## src/rtl/deser8_demux_pkg.sv

```systemverilog
// Shared constants and types for the 8-bit serial-to-parallel receiver.
package deser8_demux_pkg;

    // Word width (bits per frame) and slot-counter width.
    localparam int DS_N  = 8;
    localparam int DS_SW = 3;

    // Slot index into the staging register.
    typedef logic [DS_SW-1:0] slot_t;

    // One received parallel word.
    typedef logic [DS_N-1:0]  word_t;

endpackage

```

## src/rtl/deser8_demux_if.sv

```systemverilog
// Serial-in / word-out bundle between the link driver, the receiver and the consumer.
interface deser8_demux_if;
    import deser8_demux_pkg::*;

    logic   din;        // serial data bit
    logic   din_valid;  // din is sampled this cycle
    logic   start;      // frame alignment, forces slot 0
    word_t  q;          // completed word
    logic   q_valid;    // q holds an unconsumed word
    logic   q_ready;    // consumer accepts q
    slot_t  sel;        // slot the next sampled bit lands in
    logic   overrun;    // sticky, a completed word was dropped

    // Link driver / consumer side.
    modport master (
        output din, din_valid, start, q_ready,
        input  q, q_valid, sel, overrun
    );

    // Receiver side.
    modport slave (
        input  din, din_valid, start, q_ready,
        output q, q_valid, sel, overrun
    );

endinterface

```

## src/rtl/deser8_demux_demux1x8.sv

```systemverilog
// Slot decoder: turns a slot index plus enable into a one-hot write-enable
// vector for the staging flops (receive-side mirror of the serializer mux).
module deser8_demux_demux1x8 #(
    parameter int N  = 8,
    parameter int SW = 3
) (
    input  logic [SW-1:0] i_sel,
    input  logic          i_en,
    output logic [N-1:0]  o_we
);

    // One comparator per slot; at most one bit is set, none when disabled.
    for (genvar g = 0; g < N; g++) begin : g_slot
        assign o_we[g] = i_en && (i_sel == SW'(g));
    end

endmodule

```

## src/rtl/deser8_demux.sv

```systemverilog
// Serial-to-parallel receiver: demultiplexes a bit stream (index 0 first)
// into staging flops under a slot counter and hands completed words to a
// one-word valid/ready output buffer with a sticky overrun flag.
module deser8_demux
    import deser8_demux_pkg::*;
#(
    parameter int N  = DS_N,
    parameter int SW = DS_SW
) (
    input  logic          clk,
    input  logic          rst_n,
    deser8_demux_if.slave bus
);

    // The bus carries package-width types, so the parameters must agree.
    if (N != DS_N || SW != DS_SW || (1 << SW) != N) begin : g_bad_param
        $error("deser8_demux: N/SW must match package and N == 2**SW");
    end

    logic [SW-1:0] r_sel;    // slot for the next sampled bit
    logic [N-2:0]  r_stage;  // slots 0..N-2; the last bit goes straight to q
    logic [N-1:0]  r_q;      // output buffer
    logic          r_qv;     // output buffer occupied
    logic          r_ovr;    // sticky overrun

    logic [SW-1:0] w_slot;   // effective slot this cycle (start forces 0)
    logic [N-1:0]  w_we;     // one-hot staging write enable
    logic          w_done;   // last bit of a frame sampled this cycle
    logic          w_free;   // buffer can take a word this cycle
    logic [N-1:0]  w_word;   // word completed this cycle

    assign w_slot = bus.start ? '0 : r_sel;

    deser8_demux_demux1x8 #(
        .N  (N),
        .SW (SW)
    ) u_demux (
        .i_sel (w_slot),
        .i_en  (bus.din_valid),
        .o_we  (w_we)
    );

    // Writing the top slot is the completion event; no flop is kept for it.
    assign w_done = w_we[N-1];
    assign w_free = !r_qv || bus.q_ready;
    assign w_word = {bus.din, r_stage};

    // Slot counter: wraps naturally at N, start realigns to slot 0.
    always_ff @(posedge clk) begin
        if (!rst_n)
            r_sel <= '0;
        else if (bus.din_valid)
            r_sel <= w_slot + SW'(1);
        else if (bus.start)
            r_sel <= '0;
    end

    // Staging flops: each slot captures din only when its enable fires.
    for (genvar g = 0; g < N-1; g++) begin : g_stage
        always_ff @(posedge clk) begin
            if (!rst_n)
                r_stage[g] <= 1'b0;
            else if (w_we[g])
                r_stage[g] <= bus.din;
        end
    end

    // Output word: reloaded only when a frame completes into a free buffer.
    always_ff @(posedge clk) begin
        if (!rst_n)
            r_q <= '0;
        else if (w_done && w_free)
            r_q <= w_word;
    end

    // Output valid: set on load, cleared on a consume with no same-cycle load.
    always_ff @(posedge clk) begin
        if (!rst_n)
            r_qv <= 1'b0;
        else if (w_done && w_free)
            r_qv <= 1'b1;
        else if (r_qv && bus.q_ready)
            r_qv <= 1'b0;
    end

    // Overrun: a completed word met a full buffer; held until reset.
    always_ff @(posedge clk) begin
        if (!rst_n)
            r_ovr <= 1'b0;
        else if (w_done && !w_free)
            r_ovr <= 1'b1;
    end

    assign bus.q       = r_q;
    assign bus.q_valid = r_qv;
    assign bus.sel     = r_sel;
    assign bus.overrun = r_ovr;

endmodule

```

## src/flat_wrapper.sv

```systemverilog
// flat-port wrapper written by rule: the top's interface ports become plain ports
module deser8_demux_flat import deser8_demux_pkg::*;
#(
    parameter int N  = DS_N,
    parameter int SW = DS_SW
)
  (clk, rst_n, bus_din, bus_din_valid, bus_start, bus_q_ready, bus_q, bus_q_valid, bus_sel, bus_overrun);
  deser8_demux_if bus_i ();
  input  logic clk;
  input  logic rst_n;
  input wire logic [$bits(bus_i.din)-1:0] bus_din;
  input wire logic [$bits(bus_i.din_valid)-1:0] bus_din_valid;
  input wire logic [$bits(bus_i.start)-1:0] bus_start;
  input wire logic [$bits(bus_i.q_ready)-1:0] bus_q_ready;
  output wire logic [$bits(bus_i.q)-1:0] bus_q;
  output wire logic [$bits(bus_i.q_valid)-1:0] bus_q_valid;
  output wire logic [$bits(bus_i.sel)-1:0] bus_sel;
  output wire logic [$bits(bus_i.overrun)-1:0] bus_overrun;
  assign bus_i.din = bus_din;
  assign bus_i.din_valid = bus_din_valid;
  assign bus_i.start = bus_start;
  assign bus_i.q_ready = bus_q_ready;
  assign bus_q = bus_i.q;
  assign bus_q_valid = bus_i.q_valid;
  assign bus_sel = bus_i.sel;
  assign bus_overrun = bus_i.overrun;
  deser8_demux #(.N(N), .SW(SW)) u_core (.clk(clk), .rst_n(rst_n), .bus(bus_i));
endmodule
```

## config.mk

```make
export PLATFORM = sky130hd
export DESIGN_NAME = deser8_demux_flat
export DESIGN_NICKNAME = d
export VERILOG_FILES = /design/src/rtl/deser8_demux_pkg.sv /design/src/rtl/deser8_demux_if.sv /design/src/rtl/deser8_demux_demux1x8.sv /design/src/rtl/deser8_demux.sv /design/src/flat_wrapper.sv
export SDC_FILE = /design/constraint.sdc
export NUM_CORES = 1
export LEC_CHECK = 0
export CELL_PAD_IN_SITES_DETAIL_PLACEMENT = 1
export CELL_PAD_IN_SITES_GLOBAL_PLACEMENT = 2
export CORE_UTILIZATION = 25
export CTS_BUF_LIST = sky130_fd_sc_hd__clkbuf_2
export DETAILED_ROUTE_END_ITERATION = 10
export MAX_ROUTING_LAYER = met4
export PLACE_DENSITY = 0.69
export SLEW_MARGIN = 20
export SYNTH_ARGS = -nofsm -noshare
export SYNTH_HDL_FRONTEND = slang
export SYNTH_HIERARCHICAL = 1
export SYNTH_SLANG_ARGS = --single-unit
```

## constraint.sdc

```tcl
create_clock -name clk -period 1.53 [get_ports clk]
set_clock_uncertainty 0.1 [all_clocks]
set_input_delay 0.153 -clock clk [delete_from_list [all_inputs] [get_ports clk]]
set_output_delay 0.153 -clock clk [all_outputs]
set_load 0.01 [all_outputs]
```

After elaboration in Yosys (flattened, before gate mapping)
Index checks and enable logic that the tools add are counted.

Add/subtract/negate cells: 1. Equal/unequal tests: 7. Muxes and demuxes: 4. Reductions and logical operators: 16.

Operators by type and width (count): $eq 3x3->1 const B (4); $logic_and 1x1->1 (11); $eq 3x2->1 const B (2); $mux 3 (2); $add 3x1->3 const B (1); $eq 3x1->1 const B (1); $logic_not 3->1 (1); $logic_not 1->1 (2); $mux 1 (2); $reduce_bool 2->1 (1); $logic_or 1x1->1 (1).

Register bits: 20. Input port bits: 6. Word-level logic and storage cells: 39.

Longest topological paths before layout
Gate-level depths: netlist (run 1).

Depth in word-level cells: 5. Mapped depth: 5.

By module
Netlist (run 1), hierarchy kept.

Modules (own cells, without submodules): deser8_demux (times used 1, cells each 79, area each 814.5 um^2, sequential area each 400.4 um^2); deser8_demux_demux1x8 (times used 1, cells each 8, area each 96.3 um^2, sequential area each 0.0 um^2).

Worst setup path after synthesis (run 1)
Ideal clock, no wire load.

Kind: reg-to-reg. From: reg u_core.r_sel[1] (netlist: u_core/bus.sel[1]). To: reg u_core.r_q[0] (netlist: u_core/bus.q[0]). Setup time: 0.072 ns. Data arrival time: 1.477 ns. Required time: 1.358 ns. Slack: -0.119 ns. Cell stages (with the launch flop): 6. Period minus slack after synthesis: 1.649 ns. Cells stage by stage: dfxtp_1 nor2b_1 and4_2 nor2b_2 buf_6 mux2i_1.

Cells in the longest elaborated chain, start to end: 4.

RTL lines: start: declaration (line deser8_demux.sv:20) `logic [SW-1:0] r_sel;`; start signal: assignment (line deser8_demux.sv:53) `r_sel <= w_slot + SW'(1);`; $mux 3; via u_core.w_slot[1] (line deser8_demux.sv:26) `logic [SW-1:0] w_slot;`; $eq 3x3->1 (line deser8_demux_demux1x8.sv:14) `assign o_we[g] = i_en && (i_sel == SW'(g));`; $logic_and 1x1->1 (line deser8_demux_demux1x8.sv:14); via u_core.w_we[7] (line deser8_demux.sv:27) `logic [N-1:0] w_we;`; $logic_and 1x1->1 (line deser8_demux.sv:72) `else if (w_done && w_free)`; end signal: assignment (line deser8_demux.sv:73) `r_q <= w_word;`; end: declaration (line deser8_demux.sv:22) `logic [N-1:0] r_q;`.

The timed path passes the listed nets, and every way through them passes these cells. A chain may end at the register's enable or synchronous reset.

Final worst setup path (run 1)
From: reg u_core.r_qv (netlist: u_core/bus.q_valid). To: out bus_q_valid.

RTL lines: start: declaration (line deser8_demux.sv:23) `logic r_qv;`; start signal: assignment (line deser8_demux.sv:79) `r_qv <= 1'b0;`; start signal: assignment (line deser8_demux.sv:81) `r_qv <= 1'b1;`; start signal: assignment (line deser8_demux.sv:83) `r_qv <= 1'b0;`; end: declaration (line flat_wrapper.sv:16) `output wire logic [$bits(bus_i.q_valid)-1:0] bus_q_valid;`.

No word-level cell between the ends.

==> impl_results.md, run 1 <==
* Unique cell type count in the Yosys netlist at 20
* Fin Hold WS at 0.3663 ns
* Syn avg cell area at 10.47 sq um
* Synth Register Bits at 20
* Post-synthesis net count at 94
* DIE WIDTH at 62.36 microns
* Required @ worst endpoint at 1.28 ns
* Crit path capture type: output pin
* Met2 GRT Util at 0.1703
* Initial Util at 0.2667
* H-tree depth at 1
* Crit path max fanout at 2
* CORE AREA at 3416 sq um
* Placed cells at 154
* Count of pins over their slew limit at 0
* Leak Pwr at 0.6128 nW
* Clock Sinks at 20
* Max-Cap Viols at 0
* Unrepaired setup endpoints after global routing: false
* Worst-margin pin slew at 0.2997 ns
* Clock Tree Buf Depth at 2
* Hpwl dp at 1271 microns
* CTS tree: done
* Final non-filler cell total at 159
* DRT iter0 DRCs at 5
* TritonCTS Buffers at 3
* Kind of cell adding the most delay to the critical path: buffers and inverters
* Global-route wire length before repair at 3243 microns
* Vias per cell at 4.371
* Post-CTS Hold Buffers at 0
* CTS clk-pin slew, worst paths at 0.21 ns
* Met3 GRT Util at 0.03125
* Seq/Total Area, Yosys at 0.4396
* Bufs and invs on worst path at 1
* Number of global-route vias before repair at 719
* Worst skew pair latency at 0.32 ns
* Ant diodes at 0
* Setup-failing EPs final at 0
* Tcrit/Tclk final at 0.9630
* Worst Path Arrival at 1.22 ns
* Remaining antenna violation count at 0
* Most frequent cells in the layout: nand2_1 (17), mux2i_1 (16), dfxtp_2 (11)
* Crit start category: flop
* Total Wirelength at 1843 microns
* DR vias at 695
* Final Hold Fails at 0
* Number of core rows at 21
* CP max stage cell: clkdlybuf4s50_1
* Ports at 19
* Grt peak-use layer: met2
* Worst path max stage delay at 0.53 ns
* Yosys Warn Count at 6
* Drt drc at 0
* Met1 Usage GRT at 0.1271
* Input/output buffers at 18
* Synth top area cells: dfxtp_1 (44%), mux2i_1 (18%), nand2_1 (7.0%)
* Root buffer cell: clkbuf_2
* Remaining Overflow, GRT at 0
* Drt first pass iters at 2
* Synth top area share at 0.4396
* Max rail drop VDD at 0.0002916 V
* Die ar. at 3889 sq um
* Antenna violations before repair at 0
* Worst Setup Path Type: flop to output pin
* Fmax at 678.7 MHz
* Cells after Synth at 87
* Post-synth top area cell: dfxtp_1
* Pin count of the biggest net entering global routing at 29
* HP Class: flop to flop
* Mapped Area at 910.9 sq um
* Min cycle time layout at 1.473 ns
* Most common cell after layout, fill and taps aside: nand2_1
* Layout Nets at 121
* Final Util at 0.3795
* All-layer global routing usage at 0.1098
* Pwr/cell area at 780.8 nW/um^2
* Crit-path cells: clkdlybuf4s50_1
* Slew margin rel. at 0.7996
* Area growth, synth to finish at 42.31%
* Status: finished clean
* Share of layout cells above drive strength 1 at 0.3274
* Drt wl/cell at 11.59 microns
* Gpl congestion at 0.7035
* Chip height at 62.36 microns
## power by group
part / internal, W / total, W / switching [W]
Clock: 0.000225 / 0.000405 / 0.000180
Combinational: 0.0000422 / 0.0000769 / 0.0000347
Sequential: 0.000527 / 0.000530 / 0.00000242
## metrics by stage
step	TNS (ns)	instance area, sq um	total power (W)	setup WS, ns
finish	0	1296	0.001012	0.05667
CTS	0	1254	0.001029	0.006968
global route	0	1296	0.001057	0.0003976
global placement	-3.105	1209	0.0006171	-0.2070
detailed placement	-3.602	1209	0.0006197	-0.2506
floorplan	0	918.4	0.0005792	0.01573
## cell usage after synthesis
cell type  number
buf_2           2
o21a_1          1
nor2b_1        10
nand2_1        17
and4bb_2        3
and2_1          2
buf_6           1
clkbuf_1        1
xnor2_1         1
buf_4           1
xor2_1          1
mux2i_1        16
dfxtp_1        20
nor2b_4         1
and4_2          1
nor2b_2         3
nor4b_2         1
and4b_2         3
ha_1            1
a21oi_1         1
## timing repair
item | in CTS | in global routing
endpoints found under the setup margin | 2 | 12
buffers inserted | 0 | 1
gates resized for setup | 2 | 19
## cell type report
type                    instances  area, sq um
repair buffers                 27        294.0
clock inverters                 1        30.03
multi-input cells              62        485.5
well taps                      46        57.56
flip-flops and latches         20        414.1
fillers                       393         2120
clock buffers                   3        15.01
## final timing paths
kind	from	end	slack, ns	depth (start not counted)
worst max-delay path	u_core/bus.q_valid$_SDFFE_PN0P_	bus_q_valid	0.06	1
worst min-delay path	u_core/bus.q[3]$_SDFFE_PN0P_	u_core/bus.q[3]$_SDFFE_PN0P_	0.37	2
worst max register to register	u_core/bus.sel[2]$_SDFF_PN0_	u_core/bus.q[4]$_SDFFE_PN0P_	0.11	5
worst min register to register	u_core/bus.q[3]$_SDFFE_PN0P_	u_core/bus.q[3]$_SDFFE_PN0P_	0.37	2
## kinds of logic (layout without fill, tap and decap cells)
logic type	count (synthesis)	in the layout	synth area share
adders and majority gates	1	1	0.01373
and+or+nand+nor	41	41	0.3022
buffers and inverters	5	31	0.03571
DFF	20	20	0.4396
muxes	16	16	0.1758
xor gates and xnor gates	2	2	0.01923
AOI/OAI and AO/OA	2	2	0.01373
## flip-flops by register name, indices dropped and copies added (netlist names)
register,count
u_core/bus.sel,3
u_core/r_stage,7
u_core/bus.overrun,1
u_core/bus.q_valid,1
u_core/bus.q,8
## metal layers
layer | wire [microns] | share of wire
met2 | 894 | 0.49
met1 | 827 | 0.45
met4 | 29 | 0.016
met5 | 0 | 0
met3 | 91 | 0.049
No activity file was read; power rests on OpenSTA's default activity.
==> run 2: changes to the inputs <==
--- a/constraint.sdc
+++ b/constraint.sdc
@@ -3,3 +3,3 @@
 set_input_delay 0.153 -clock clk [delete_from_list [all_inputs] [get_ports clk]]
 set_output_delay 0.153 -clock clk [all_outputs]
-set_load 0.01 [all_outputs]
+set_load 0.02 [all_outputs]
==> impl_results.md, run 2 (synthesis results as in run 1) <==
* Status: finished clean
* Number of core rows at 21 (unchanged)
* Ports at 19 (unchanged)
* Setup crit start: u_core/bus.sel[0]$_SDFF_PN0_
* Max rail drop VDD at 0.0003078 V (+5.5%)
* Worst skew pair latency at 0.31 ns (about the same)
* Global-route wire length before repair at 3243 microns (unchanged)
* Required @ worst endpoint at 1.66 ns (+0.38 ns)
* Worst-margin pin slew at 0.3285 ns (+0.02882 ns)
* Max FFs per register at 8 (unchanged)
* Chip height at 62.36 microns (unchanged)
* Max-Cap Viols at 0 (unchanged)
* Tcrit/Tclk final at 0.9224 (-0.04060)
* TritonCTS Buffers at 3 (unchanged)
* Gpl congestion at 0.6582 (-6.4%)
* H-tree depth at 1 (unchanged)
* Total Wirelength at 1848 microns (+0.27%)
* Clock Sinks at 20 (unchanged)
* Crit path capture type: flop
* Pin count of the biggest net entering global routing at 29 (unchanged)
* Area growth, synth to finish at 34.48%
* Pwr/cell area at 680.0 nW/um^2 (-13%)
* Initial Util at 0.2667 (unchanged)
* DIE WIDTH at 62.36 microns (unchanged)
* Postcts setup bufs at 0 (unchanged)
* TNS Setup at 0 ns (unchanged)
* Number of global-route vias before repair at 682 (-5.1%)
* Share of layout cells above drive strength 1 at 0.2252 (-0.1022)
* HP Class: flop to flop
* Hpwl dp at 1307 microns (+2.8%)
* Wire length on met3 at 83 microns (-8.8%)
* CTS tree: done
* Slew margin rel. at 0.7807 (-0.01895)
* All-layer global routing usage at 0.1089 (-0.0008853)
* Clock Tree Buf Depth at 2 (unchanged)
* Most frequent cells in the layout: dfxtp_1 (18), nand2_1 (17), mux2i_1 (16), dlygate4sd2_1 (13), nor2b_1 (9)
* Setup-failing EPs final at 0 (unchanged)
* Crit path max fanout at 9 (+7)
* Die ar. at 3889 sq um (unchanged)
* Final Hold Fails at 0 (unchanged)
* Root buffer cell: clkbuf_2
* Drt wl/cell at 11.77 microns (+1.5%)
* CTS clk-pin slew, worst paths at 0.20 ns (about the same)
* Drt first pass iters at 2 (unchanged)
* DR top layer: met4
* Fin Hold WS at 0.3693 ns (+0.002999 ns)
* Worst Path Arrival at 1.54 ns (+0.32 ns)
* Unrepaired setup endpoints after global routing: false
* Input/output buffers at 18 (unchanged)
* Worst Setup Path Type: flop to flop
* Vias per cell at 4.280 (-2.1%)
* R2r startpoint: u_core/bus.sel[0]$_SDFF_PN0_
* Min cycle time layout at 1.411 ns (-0.06212 ns)
* Antenna violations before repair at 0 (unchanged)
* Met1 wire length at 878 microns (+6.2%)
* Leak Pwr at 0.4875 nW (-20%)
* Routed length on met2 at 868 microns (-2.9%)
* DR vias at 672 (-3.3%)
* Drt drc at 0 (unchanged)
* DRT iter0 DRCs at 10 (+5)
* Most common cell after layout, fill and taps aside: dfxtp_1
* Crit start category: flop
* Remaining antenna violation count at 0 (unchanged)
* Layout Nets at 119 (-1.7%)
* Hold Path Origin: u_core/bus.q[5]$_SDFFE_PN0P_
* CORE AREA at 3416 sq um (unchanged)
* Fmax at 708.6 MHz (+4.4%)
* Count of pins over their slew limit at 0 (unchanged)
* Remaining Overflow, GRT at 0 (unchanged)
* Ant diodes at 0 (unchanged)
## run 2: cell types whose count changed in the layout (fill, tap and decap cells not counted), sizes merged
cell	before	now
dlymetal6s2s	9	1
dlygate4sd2	1	13
buf	9	7
clkdlybuf4s50	8	4
clkinv	0	1
bufinv	1	0
## run 2: layout make-up
cell class / count / area, sq um
Fill cell: 415 / 2191
Clock buffer: 3 / 15.01
Clock inverter: 1 / 3.754
Timing Repair Buffer: 25 / 244.0
Tap cell: 46 / 57.56
Sequential cell: 20 / 402.9
Multi-Input combinational cell: 62 / 501.7
## run 2: per-stage QoR
| stage | total power (W) | instance area, sq um | setup WS [ns] | std cells | utilization |
|---|---|---|---|---|---|
| finish | 0.0008330 | 1225 | 0.1188 | 157 | 0.3586 |
| global route | 0.0008775 | 1225 | 0.006355 | 157 | 0.3586 |
| CTS | 0.0008443 | 1216 | 0.01394 | 157 | 0.3560 |
| detailed placement | 0.0006241 | 1214 | -0.3305 | 153 | 0.3553 |
| global placement | 0.0006208 | 1214 | -0.2576 | 153 | 0.3553 |
| floorplan | 0.0005824 | 930.9 | 0.004905 | 87 | - |
## run 2: worst max-delay path: stages, from the launching register on
cell and delay [ns]:
dfxtp_2 0.36, nor2b_4 0.12, buf_4 0.17, and4bb_2 0.30, mux2i_1 0.21, nor2b_1 0.06
## run 2: timing repair
action	in CTS	in global routing
endpoints found under the setup margin	13	6
resized for setup	13	3
hold buffers	0	0
## run 2: final timing paths
check	end	slack (ns)	cells past startpoint
setup / recovery	u_core/r_stage[4]$_SDFFE_PN0P_	0.12	5
hold / removal	u_core/bus.q[5]$_SDFFE_PN0P_	0.37	2
setup reg to reg	u_core/r_stage[4]$_SDFFE_PN0P_	0.12	5
hold reg to reg	u_core/bus.q[5]$_SDFFE_PN0P_	0.37	2
## run 2: layer usage
metal / vias up / GRT usage
met2: 14 / 0.1799
met5: - / -
met3: 2 / 0.04228
li1: 345 / -
met1: 311 / 0.1235
met4: 0 / 0.02616
## run 2: report_power, final
group | internal [W] | switching (W)
clock network | 0.0000569 | 0.000167
logic | 0.0000409 | 0.0000383
registers | 0.000528 | 0.00000270
